$ cat config.mk
export PLATFORM = sky130hd
export DESIGN_NAME = hazard_fwd_scoreboard
export DESIGN_NICKNAME = d
export VERILOG_FILES = /design/src/rtl/hazard_fwd_scoreboard.sv
export SDC_FILE = /design/constraint.sdc
export NUM_CORES = 1
export LEC_CHECK = 0
export ABC_AREA = 0
export BUFFER_PORTS_ARGS = -buffer_cell sky130_fd_sc_hd__buf_4
export CAP_MARGIN = 20
export CORE_AREA = 2 2 67 56
export CTS_CLUSTER_SIZE = 10
export DETAILED_ROUTE_END_ITERATION = 16
export DIE_AREA = 0 0 69 58
export PLACE_DENSITY = 0.77
export SLEW_MARGIN = 25
export SYNTH_ARGS = -nofsm -noshare
export SYNTH_HDL_FRONTEND = slang
export SYNTH_SLANG_ARGS = --single-unit
$ cat constraint.sdc
create_clock -name clk_i -period 3.4 [get_ports clk_i]
set_clock_uncertainty 0.15 [all_clocks]
set_input_delay 0.17 -clock clk_i [delete_from_list [all_inputs] [get_ports clk_i]]
set_output_delay 0.17 -clock clk_i [all_outputs]
set_load 0.1 [all_outputs]
$ cat src/rtl/hazard_fwd_scoreboard.sv
// hazard_fwd_scoreboard: hazard detection and forwarding controller for the pipelined MIPS core.
// Tracks destination-register metadata for DEPTH stages after ID (stage 1 = EX, stage DEPTH = WB).
// Ports:
//   clk_i, rst_ni                 clock, asynchronous active-low reset
//   id_valid_i                    ID holds a real instruction
//   id_rs_i, id_rt_i              ID source registers, id_uses_rs_i/id_uses_rt_i mark real reads
//   id_rd_i                       ID destination (already reg_dst-muxed)
//   id_reg_write_i, id_mem_read_i ID control bits
//   flush_i                       kill the ID instruction
//   stall_o                       hold PC and IF/ID, bubble into EX
//   fwd_a_o, fwd_b_o              EX operand source: 0 = register file, k = stage k result
//   stall_count_o                 saturating count of stall cycles
// Macro HAZARD_FWD_EN: defined gives forwarding with load-use stalls; undefined gives a
// no-forwarding build that stalls on any in-flight producer hit.
module hazard_fwd_scoreboard #(
  parameter int REG_AW     = 5,
  parameter int DEPTH      = 3,
  parameter int LOAD_AVAIL = 3,
  parameter int SEL_W      = $clog2(DEPTH + 1)
) (
  input  logic              clk_i,
  input  logic              rst_ni,
  input  logic              id_valid_i,
  input  logic [REG_AW-1:0] id_rs_i,
  input  logic [REG_AW-1:0] id_rt_i,
  input  logic              id_uses_rs_i,
  input  logic              id_uses_rt_i,
  input  logic [REG_AW-1:0] id_rd_i,
  input  logic              id_reg_write_i,
  input  logic              id_mem_read_i,
  input  logic              flush_i,
  output logic              stall_o,
  output logic [SEL_W-1:0]  fwd_a_o,
  output logic [SEL_W-1:0]  fwd_b_o,
  output logic [15:0]       stall_count_o
);
  logic [DEPTH:1]    v_q, wr_q, ld_q, prod;
  logic [DEPTH-1:1]  id_hit;
  logic [REG_AW-1:0] rd_q [1:DEPTH];
  logic [REG_AW-1:0] rs_q, rt_q;
  logic              urs_q, urt_q;
  logic              bubble;
  logic [15:0]       cnt_q, cnt_d;

  // Register 0 is never a producer, so writes to it can't create hazards.
  always_comb begin
    for (int k = 1; k <= DEPTH; k++)
      prod[k] = v_q[k] & wr_q[k] & (rd_q[k] != '0);
  end

  // Stage DEPTH is excluded: the register file is write-through for ID.
  always_comb begin
    for (int k = 1; k < DEPTH; k++)
      id_hit[k] = prod[k] & ((id_uses_rs_i & (rd_q[k] == id_rs_i)) |
                             (id_uses_rt_i & (rd_q[k] == id_rt_i)));
  end

  always_comb begin
    stall_o = 1'b0;
    for (int k = 1; k < DEPTH; k++)
`ifdef HAZARD_FWD_EN
      stall_o |= id_hit[k] & ld_q[k] & (k + 1 < LOAD_AVAIL);
`else
      stall_o |= id_hit[k];
`endif
    stall_o &= id_valid_i;
  end

`ifdef HAZARD_FWD_EN
  // Scan oldest to youngest so the youngest qualifying producer wins.
  always_comb begin
    fwd_a_o = '0;
    fwd_b_o = '0;
    for (int k = DEPTH; k >= 2; k--)
      if (prod[k] && (!ld_q[k] || k >= LOAD_AVAIL)) begin
        if (v_q[1] && urs_q && rd_q[k] == rs_q) fwd_a_o = SEL_W'(k);
        if (v_q[1] && urt_q && rd_q[k] == rt_q) fwd_b_o = SEL_W'(k);
      end
  end
`else
  logic unused_fwd;
  assign unused_fwd = ^{rs_q, rt_q, urs_q, urt_q, ld_q, prod[DEPTH]};
  assign fwd_a_o = '0;
  assign fwd_b_o = '0;
`endif

  // Stall and flush both insert an all-zero bubble into stage 1.
  assign bubble        = stall_o | flush_i | ~id_valid_i;
  assign cnt_d         = (stall_o && cnt_q != 16'hFFFF) ? cnt_q + 16'd1 : cnt_q;
  assign stall_count_o = cnt_q;

  always_ff @(posedge clk_i or negedge rst_ni) begin
    if (!rst_ni) begin
      v_q   <= '0;
      wr_q  <= '0;
      ld_q  <= '0;
      rs_q  <= '0;
      rt_q  <= '0;
      urs_q <= 1'b0;
      urt_q <= 1'b0;
      cnt_q <= '0;
      for (int k = 1; k <= DEPTH; k++) rd_q[k] <= '0;
    end else begin
      v_q     <= {v_q[DEPTH-1:1], ~bubble};
      wr_q    <= {wr_q[DEPTH-1:1], ~bubble & id_reg_write_i};
      ld_q    <= {ld_q[DEPTH-1:1], ~bubble & id_mem_read_i};
      rd_q[1] <= bubble ? '0 : id_rd_i;
      for (int k = 2; k <= DEPTH; k++) rd_q[k] <= rd_q[k-1];
      rs_q    <= bubble ? '0 : id_rs_i;
      rt_q    <= bubble ? '0 : id_rt_i;
      urs_q   <= ~bubble & id_uses_rs_i;
      urt_q   <= ~bubble & id_uses_rt_i;
      cnt_q   <= cnt_d;
    end
  end
endmodule

# Yosys cells after proc, flatten, opt, wreduce, memory -nomap -nowiden
# Cells that the tools add are included.
# op_classes
reduce_logical	3
magnitude_cmp	0
mul	0
shift	0
div	0
n_mux	1
bitwise_logic	19
eq_ne	5
addsub	1
# ops
cell	count
== test 5 bit	4
adder 16 x 1 -> 16 bit, second input constant	1
!= test 16 bit, second input constant	1
AND 1 bit	12
nonzero test 5 bit	2
two-way mux 5 bit	1
bitwise OR 1 bit	5
inverter 1 bit	2
logical AND 1 bit	1
# word_totals
ram_bits	0
ff_bits	30
elab_cells	34
latch_bits	0
romBits	0
inputBits	23
out_inout_bits	21
n_memories	0

# Depth between registers and ports, before layout
# Gate-level depths: netlist (run 1).
# logic_depth
word_depth	10
depth_mapped	7
ltp_nobuf	7

# Worst setup path after synthesis (run 1)
# OpenSTA, ideal clock, no wires.
# synth_timing
kind	register to output
from	reg rd_q[8] (netlist name)
to	out stall_o
slack_ns	0.587
path_stages_with_launch	7
t_required_ns	3.080
path_buffers	1
arrival_time_ns	2.493
cell_sequence	dfrtp_1 -> xnor2_1 -> nand4_1 -> o22ai_1 -> a22oi_4 -> buf_6 -> nor2b_1
# synth_between
elab_chain_len	6
elab_cells_between_ends	10
classes_between	eq/ne: 2; bitwise: 7; reduce/logical: 1
# synth_rtl
item	line_no	rtl
start: declaration	39	logic [REG_AW-1:0] rd_q [1:DEPTH];
== test 5 bit, on equally long branches	54, 55	
AND 1 bit, on equally long branches	54, 55	
bitwise OR 1 bit	54	id_hit[k] = prod[k] & ((id_uses_rs_i & (rd_q[k] == id_rs_i)) |
AND 1 bit (*)	54	
bitwise OR 1 bit (*)	64	stall_o |= id_hit[k];
AND 1 bit (*)	66	stall_o &= id_valid_i;
end: declaration	32	output logic stall_o,
# Every way passes the cells marked *; elsewhere a longest branch is shown, timed or not.

# Worst setup path in the final report (run 1)
# layout_timing
from	reg rd_q[5] (netlist name)
to	out stall_o
# The elaborated chain is that of the path after synthesis.

==> flow_summary.yaml, run 1 <==
clock_tree:
  cts_setup_buffers: 0
  clkLatencyLatePin_ps: 290
  path_clk_slew_ps: 50
  numCtsBuffers: 5
  cts_htree_levels: 2
  cts_tree: "yes"
  cts_sinks: 30
  clk_path_buf_depth: 2
  clockRootBuffer: "clkbuf_8"
die:
  row_count: 19
  die_w_um: 69
  start_util_pct: 45.9
  coreArea_um2: 3330
  io_pins: 44
  dieArea_um2: 4000
  die_y_um: 58
global_route:
  antenna_found_initial: 0
  overflow: 0
  grtUsageMet1_pct: 21.7
  grt_first_pass_wirelength_um: 5350
  grt_max_degree: 31
  met3_usage_pct: 6.09
  grt_pass1_vias: 1128
  grt_usage_pct: 17.8
  grt-busiest-layer: "met2"
  grtUsageMet2_pct: 28.0
sta:
  setup_viol: 0
  hold_violations: 0
  setup_slack_ps: 874
  grt_setup_unrepaired: "no"
  tightest_slew_ps: 586
  fmax_ghz: 0.396
  drv_slew: 0
  relSlewSlack_pct: 60.8
  min_period_ps: 2530
  totalNegativeSetupSlack_ps: 0
  period_share_pct: 74.3
worst_setup_path:
  cp-end-kind: "output port"
  worst_path_largest_cell_delay_ps: 450
  critPathRequiredTime_ps: 3080
  cpMaxStageDelayCell: "a22oi_4"
  start_kind: "flop"
  worstSetupPathType: "reg2out"
  crit_path_cell_trace: "or3_1 > o311a_1 > a22oi_4 > nor2b_1 > buf_4"
  cp.arrival_ps: 2210
  path_max_fanout: 17
synth:
  avgSynthCellArea_um2: 11.5
  synth.distinct_cells: 31
  syn_inst: 133
  seq_area_frac_synth_pct: 49.2
  synth_warnings: 0
  netlist_area_um2: 1530
  synth_seq_cells: 30
finish:
  regArea_um2: 751
  layout_commonest_cell: "buf_4"
  layout-drive-gt1-share_pct: 27.9
  postLayoutCoreUtil_pct: 60.4
  area.growth.synth_to_final_pct: 31.6
  n_fill_cell: 272
  nets: 206
  diodes: 0
  layout_common_cells: "38 x buf_4, 30 x dfrtp_1, 23 x xnor2_1"
  multi_input_area_um2: 737
power_and_ir_drop:
  switching_share_pct: 23.3
  ir_worst_vdd_uv: 238
  switchingPower_uw: 185
  p_total_uw: 795
  p_leak_nw: 1.01
  combPwrFrac_pct: 11.8
  power_frac_clock_pct: 41.3
  internal_power_uw: 610
  p_seq_share_pct: 46.8
  powerDensity_nw_per_um2: 396
detailed_routing:
  vias_per_cell: 5.08
  num_vias: 1144
  ant_nets: 0
  drtPass1Iterations: 4
  wl_per_cell_um: 13.7
  postRouteWirelength_um: 3090
  drc: 0
  drt-initial-drc-count: 48
job:
  drv_cap: 0
status:
  status: "finished, final reports clean"
hold_path:
  hold_class: "in2reg"
placed_design:
  place_congestion: 0.805
  hpwl_um: 2290
  dpl_worst_slack_ps: 1150
  port_buffers: 38
per-layer routing:
layer / routed length, µm / vias up
met5: 0 / -
met4: 68 / 0
met3: 139 / 6
met2: 1530 / 32
met1: 1350 / 545
li1: - / 561
per-stage QoR:
step | std cells | cell area, µm² | hold WS [ps]
floorplan | 136 | 1540 | -276
global placement | 210 | 1830 | -44.9
detailed placement | 210 | 1830 | -38.5
CTS | 225 | 2010 | 80.1
global route | 225 | 2010 | 100
finish | 225 | 2010 | 86.7
registers in the layout, summed over array words and instances, names as in the netlist:
| name | flops |
|---|---|
| v_q | 2 |
| stall_count_o | 16 |
| rd_q | 10 |
| wr_q | 2 |
worst max-delay path: cells and delay by family, from the launching register on:
kind / cells / cell delay, ps
buffers and inverters: 1 / 250
and+or+nand+nor: 2 / 470
DFF: 1 / 420
AOI/OAI and AO/OA: 2 / 780
synth_stat cells:
cell      count  share of area (%)
and3b_1       1               0.57
nand4b_1      1               0.57
buf_4         4                2.0
nor2b_1       1               0.41
a22oi_4       1                1.4
o311a_1       2                1.3
or2_4         1               0.57
and2_1        7                2.9
nor3b_1       3                1.5
nand3_1       6                2.0
nand3b_1      1               0.49
buf_2         1               0.33
xor2_1       12                6.9
nor4_1        4                1.6
nor3_1        5                1.6
inv_1         1               0.25
nor4b_1       1               0.57
nor2_1        2               0.49
buf_6         1               0.74
xnor2_1      23                 13
ha_1          1               0.82
or3_1         2               0.82
conb_1        1               0.25
nand4_1       9                3.7
o41ai_4       1                1.8
mux2_4        1               0.98
dfrtp_1      30                 49
nand2_1       6                1.5
and3_1        1               0.41
o22ai_1       2               0.82
nor2_2        1               0.41
timing repair:
item / CTS / global route
hold buffers: 7 / 0
gates resized for setup: 0 / 0
endpoints found under the hold margin: 36 / 0
final timing paths:
path | from | end | slack (ps) | cells after the start
max reg2reg | rd_q[5] | stall_count_o[1] | 1130 | 5
max | rd_q[5] | stall_o | 870 | 5
min in group asynchronous | rst_ni | wr_q[2] | 230 | 2
min reg2reg | v_q[1] | v_q[2] | 240 | 0
min | flush_i | v_q[1] | 90 | 2
max in group asynchronous | rst_ni | stall_count_o[6] | 2600 | 2
power groups by stage:
stage / combinational (mW) / clock [mW] / sequential (mW)
2_1_floorplan: 0.0528 / 0 / 0.380
3_3_place_gp: 0.0859 / 0 / 0.378
3_5_place_dp: 0.0880 / 0 / 0.379
4_1_cts: 0.0945 / 0.340 / 0.372
5_1_grt: 0.102 / 0.357 / 0.373
6_report: 0.0940 / 0.329 / 0.372
cells by family after synthesis:
group | synth area share (%)
muxes | 0.983
xor gates and xnor gates | 20.1
other | 0.246
buffers and inverters | 3.28
AOI/OAI and AO/OA | 5.33
and+or+nand+nor | 20.1
DFF | 49.2
adders and majority gates | 0.820
cell type report:
cell class / count / area share, %
tap: 42 / 2.62
inverter: 1 / 0.187
clock buffer: 8 / 5.48
sequential: 30 / 37.4
timing repair buffer: 45 / 17.7
multi-input combinational: 99 / 36.7
(Power assumes the default switching activity.)
==> inputs of run 2 (changes only) <==
==> constraint.sdc (replaced) <==
create_clock -name clk_i -period 2.5 [get_ports clk_i]
set_clock_uncertainty 0.15 [all_clocks]
set_input_delay 0.125 -clock clk_i [delete_from_list [all_inputs] [get_ports clk_i]]
set_output_delay 0.125 -clock clk_i [all_outputs]
set_load 0.1 [all_outputs]
==> flow_summary.yaml, run 2 (synthesis results as in run 1) <==
status:
  status: "finished, final reports clean"
hold_path:
  hold_class: "in2reg"
power_and_ir_drop:
  p_leak_nw: 1.01
  combPwrFrac_pct: 11.5
  p_seq_share_pct: 45.0
  p_total_mw: 1.12
  ir_worst_vdd_uv: 331
  internal_power_uw: 848
  power_frac_clock_pct: 43.5
  switching_share_pct: 24.5
  switchingPower_uw: 275
  powerDensity_nw_per_um2: 543
worst_setup_path:
  critPathLaunch: "rd_q[5]"
  cp_top_family: "compound AO/OA/AOI/OAI gates"
  rrSetupSlack_ps: 220
  worst_path_largest_cell_delay_ps: 420
  rr_worst_depth: 7
  r2r_start: "stall_count_o[0]"
  cp_num_buf_inv: 2
  path_max_fanout: 10
  reg2reg_to: "stall_count_o[11]"
  cpMaxStageDelayCell: "dfrtp_1"
  crit_path_cell_trace: "or3_1 > o311a_1 > a22oi_4 > buf_6 > nor2b_2 > buf_4"
  worstSetupPathType: "reg2out"
  start_kind: "flop"
  cp-endpoint: "stall_o"
  cp-end-kind: "output port"
  critPathRequiredTime_ps: 2230
  cp.arrival_ps: 2130
  cp.depth: 6
finish:
  diodes: 0
  regArea_um2: 762
  area.growth.synth_to_final_pct: 35.5
  layout_common_cells: "42 x buf_4, 23 x xnor2_1, 21 x dfrtp_1"
  largest_reg_flops: 16
  post-route-cell-area_um2: 2070
  multi_input_area_um2: 739
  layout_commonest_cell: "buf_4"
  layout-drive-gt1-share_pct: 35.1
  postLayoutCoreUtil_pct: 62.1
  n_fill_cell: 272
  nets: 211
sta:
  min_period_ps: 2400
  grt_setup_unrepaired: "no"
  setup_viol: 0
  totalNegativeSetupSlack_ps: 0
  relSlewSlack_pct: 56.9
  hold_violations: 0
  setup_slack_ps: 97.0
  drv_slew: 0
  tightest_slew_ps: 645
  fmax_ghz: 0.416
  period_share_pct: 96.1
global_route:
  grt_max_degree: 31
  grt_pass1_vias: 1230
  overflow: 0
  grt_first_pass_wirelength_um: 5690
  antenna_found_initial: 0
  grt_usage_pct: 18.2
die:
  dieArea_um2: 4000
  die_w_um: 69
  die_y_um: 58
  start_util_pct: 45.9
  io_pins: 44
  coreArea_um2: 3330
  row_count: 19
clock_tree:
  clockRootBuffer: "clkbuf_8"
  clk_path_buf_depth: 2
  cts_sinks: 30
  path_clk_slew_ps: 70
  cts_tree: "yes"
  numCtsBuffers: 5
  cts_htree_levels: 2
  clkLatencyLatePin_ps: 280
detailed_routing:
  wl_per_cell_um: 14.5
  ant_nets: 0
  drtPass1Iterations: 4
  vias_per_cell: 5.19
  drc: 0
  drt-initial-drc-count: 72
  postRouteWirelength_um: 3330
  num_vias: 1194
placed_design:
  hpwl_um: 2410
  port_buffers: 38
  placed_area_um2: 1850
  place_congestion: 0.807
  dpl_worst_slack_ps: 232
job:
  drv_cap: 0
==> run 2: cell count changes in the layout (fill, tap and decap cells not counted), moves of 2 or more <==
| cell | before | now |
|---|---|---|
| buf_4 | 38 | 42 |
| clkbuf_8 | 8 | 5 |
| clkinvlp_4 | 0 | 2 |
| dfrtp_1 | 30 | 21 |
| dfrtp_2 | 0 | 9 |
==> run 2: stage by stage <==
step,cells,hold slack (ps)
6_report,230,46.5
5_1_grt,230,62.9
4_1_cts,226,42.6
3_5_place_dp,211,-82.4
3_3_place_gp,211,-87.1
2_1_floorplan,136,-321
==> run 2: layout make-up <==
type                       count  area share [%]
clock inverter                 3            2.18
tap                           42            2.54
timing repair buffer          50            19.2
inverter                       1           0.181
clock buffer                   5            3.33
sequential                    30            36.8
multi-input combinational     99            35.8
==> run 2: timing repair <==
item | CTS | global route
buffers inserted | 0 | 4
setup endpoints to repair | 0 | 1
hold endpoints to repair | 36 | 0
hold buffers | 7 | 0
resized for setup | 0 | 1
==> run 2: routing by layer <==
metal / vias to the layer above / wire [µm] / global-route usage, %
met4: 0 / 86 / 10.1
met5: - / 0 / 0
met3: 7 / 140 / 4.52
li1: 571 / - / -
met1: 581 / 1490 / 24.1
met2: 35 / 1620 / 28.0
==> run 2: power by group through the flow <==
stage               clock network, mW  logic (mW)  registers (mW)
floorplan                           0      0.0719           0.517
global placement                    0       0.117           0.514
detailed placement                  0       0.120           0.515
CTS                             0.498       0.129           0.506
global route                    0.518       0.139           0.507
finish                          0.489       0.129           0.506
==> run 2: worst min-delay path by stage <==
stage	start	to	cells past startpoint
finish	flush_i	v_q[1]	2
global route	flush_i	v_q[1]	2
CTS	flush_i	v_q[1]	2
detailed placement	rst_ni	v_q[1]	1
global placement	rst_ni	rd_q[12]	1
floorplan	rst_ni	rd_q[10]	0
==> inputs of run 3 (changes only) <==
--- a/config.mk
+++ b/config.mk
@@ -6,12 +6,13 @@
 export NUM_CORES = 1
 export LEC_CHECK = 0
 export ABC_AREA = 0
-export BUFFER_PORTS_ARGS = -buffer_cell sky130_fd_sc_hd__buf_4
+export BUFFER_PORTS_ARGS = -buffer_cell sky130_fd_sc_hd__buf_2
 export CAP_MARGIN = 20
 export CORE_AREA = 2 2 67 56
 export CTS_CLUSTER_SIZE = 10
 export DETAILED_ROUTE_END_ITERATION = 16
 export DIE_AREA = 0 0 69 58
+export HOLD_SLACK_MARGIN = 0.08
 export PLACE_DENSITY = 0.77
 export SLEW_MARGIN = 25
 export SYNTH_ARGS = -nofsm -noshare
==> flow_summary.yaml, run 3 (synthesis results as in run 1) <==
status:
  status: "finished, final reports clean"
sta:
  tightest_slew_ps: 641
  relSlewSlack_pct: 57.3
  totalNegativeSetupSlack_ps: 0
  min_period_ps: 2250
  hold_violations: 0
  drv_slew: 0
  period_share_pct: 90.0
  grt_setup_unrepaired: "no"
  fmax_ghz: 0.444
  setup_viol: 0
worst_setup_path:
  path_max_fanout: 3
  cpMaxStageDelayCell: "dfrtp_1"
  start_kind: "flop"
  cp.arrival_ps: 1980
  crit_path_cell_trace: "or3_1 > o311a_1 > a22oi_4 > nor2b_2 > buf_2"
  worst_path_largest_cell_delay_ps: 430
  worstSetupPathType: "reg2out"
  critPathRequiredTime_ps: 2230
  cp-end-kind: "output port"
finish:
  layout-drive-gt1-share_pct: 33.7
  diodes: 0
  layout.cells.non_filler: 229
  largest_reg_flops: 16
  nets: 210
  layout_commonest_cell: "buf_2"
  area.growth.synth_to_final_pct: 28.9
  layout_common_cells: "38 x buf_2, 23 x xnor2_1, 21 x dfrtp_1"
clock_tree:
  cts_sinks: 30
  clk_path_buf_depth: 2
  path_clk_slew_ps: 70
  numCtsBuffers: 5
  clockRootBuffer: "clkbuf_8"
  cts_htree_levels: 2
  clkLatencyLatePin_ps: 280
  cts_resized: 0
  cts_tree: "yes"
placed_design:
  hpwl_um: 2300
  port_buffers: 38
  place_congestion: 0.849
  place_inst: 210
global_route:
  grt_max_degree: 31
  grt_first_pass_wirelength_um: 5210
  grt-busiest-layer: "met2"
  grtUsageMet2_pct: 26.6
  overflow: 0
  grt_pass1_vias: 1175
  grtUsageMet1_pct: 20.9
  antenna_found_initial: 0
  grt_usage_pct: 16.3
  met3_usage_pct: 4.35
detailed_routing:
  ant_nets: 0
  postRouteWirelength_um: 3040
  drtPass1Iterations: 4
  num_vias: 1173
  drc: 0
  drt-initial-drc-count: 85
  wl_per_cell_um: 13.3
  vias_per_cell: 5.12
die:
  start_util_pct: 45.9
  die_w_um: 69
  die_y_um: 58
  row_count: 19
  io_pins: 44
  dieArea_um2: 4000
  coreArea_um2: 3330
hold_path:
  hold_class: "reg2reg"
power_and_ir_drop:
  p_leak_nw: 0.987
  powerDensity_nw_per_um2: 563
  ir_worst_vdd_uv: 285
job:
  drv_cap: 0
[run 3: final cells by class]
| class | count | area, µm² |
|---|---|---|
| fill | 269 | 1360 |
| sequential | 30 | 762 |
| multi-input combinational | 99 | 739 |
| timing repair buffer | 49 | 295 |
| clock buffer | 5 | 68.8 |
| tap | 42 | 52.6 |
| clock inverter | 3 | 45.0 |
| inverter | 1 | 3.75 |
[run 3: worst max-delay path, delay by kind of cell (launching register included)]
kind	cells	cell delay, ps
simple gates	2	440
flops	1	430
compound gates	2	540
buf+inv	1	290
[run 3: worst paths after layout]
| path | from | to | slack [ps] | depth (start not counted) |
|---|---|---|---|---|
| setup / recovery | rd_q[5] | stall_o | 250 | 5 |
| hold / removal | v_q[1] | v_q[2] | 240 | 0 |
| setup reg to reg | stall_count_o[0] | stall_count_o[1] | 270 | 5 |
| hold reg to reg | v_q[1] | v_q[2] | 240 | 0 |
| max in group asynchronous | rst_ni | stall_count_o[4] | 1480 | 2 |
| min in group asynchronous | rst_ni | rd_q[14] | 260 | 2 |
[run 3: where the power goes]
group | leakage [nW] | switching (mW) | internal [mW]
sequential | 0.392 | 0.0113 | 0.495
combinational | 0.545 | 0.0704 | 0.0489
clock | 0.0504 | 0.185 | 0.296
[run 3: metrics by stage]
step / utilization, % / hold WS (ps) / total power, mW / area [µm²] / setup slack [ps]
2_1_floorplan: - / -321 / 0.589 / 1550 / 33.6
3_3_place_gp: 52.5 / 26.5 / 0.621 / 1750 / 260
3_5_place_dp: 52.5 / 42.1 / 0.625 / 1750 / 223
4_1_cts: 59.1 / 231 / 1.11 / 1970 / 241
5_1_grt: 59.1 / 247 / 1.15 / 1970 / 129
6_report: 59.1 / 236 / 1.11 / 1970 / 249
[run 3: repair_timing]
| item | 4_1_cts | 5_1_grt |
|---|---|---|
| hold buffers | 9 | 0 |
| setup buffers | 2 | 0 |
| hold endpoints to repair | 38 | 0 |
| setup endpoints to repair | 1 | 0 |
[run 3: metal layers]
layer,up-vias,part of all wire [%]
met3,6,5.4
met1,561,45
met5,-,0
met4,0,1.2
li1,570,-
met2,36,48
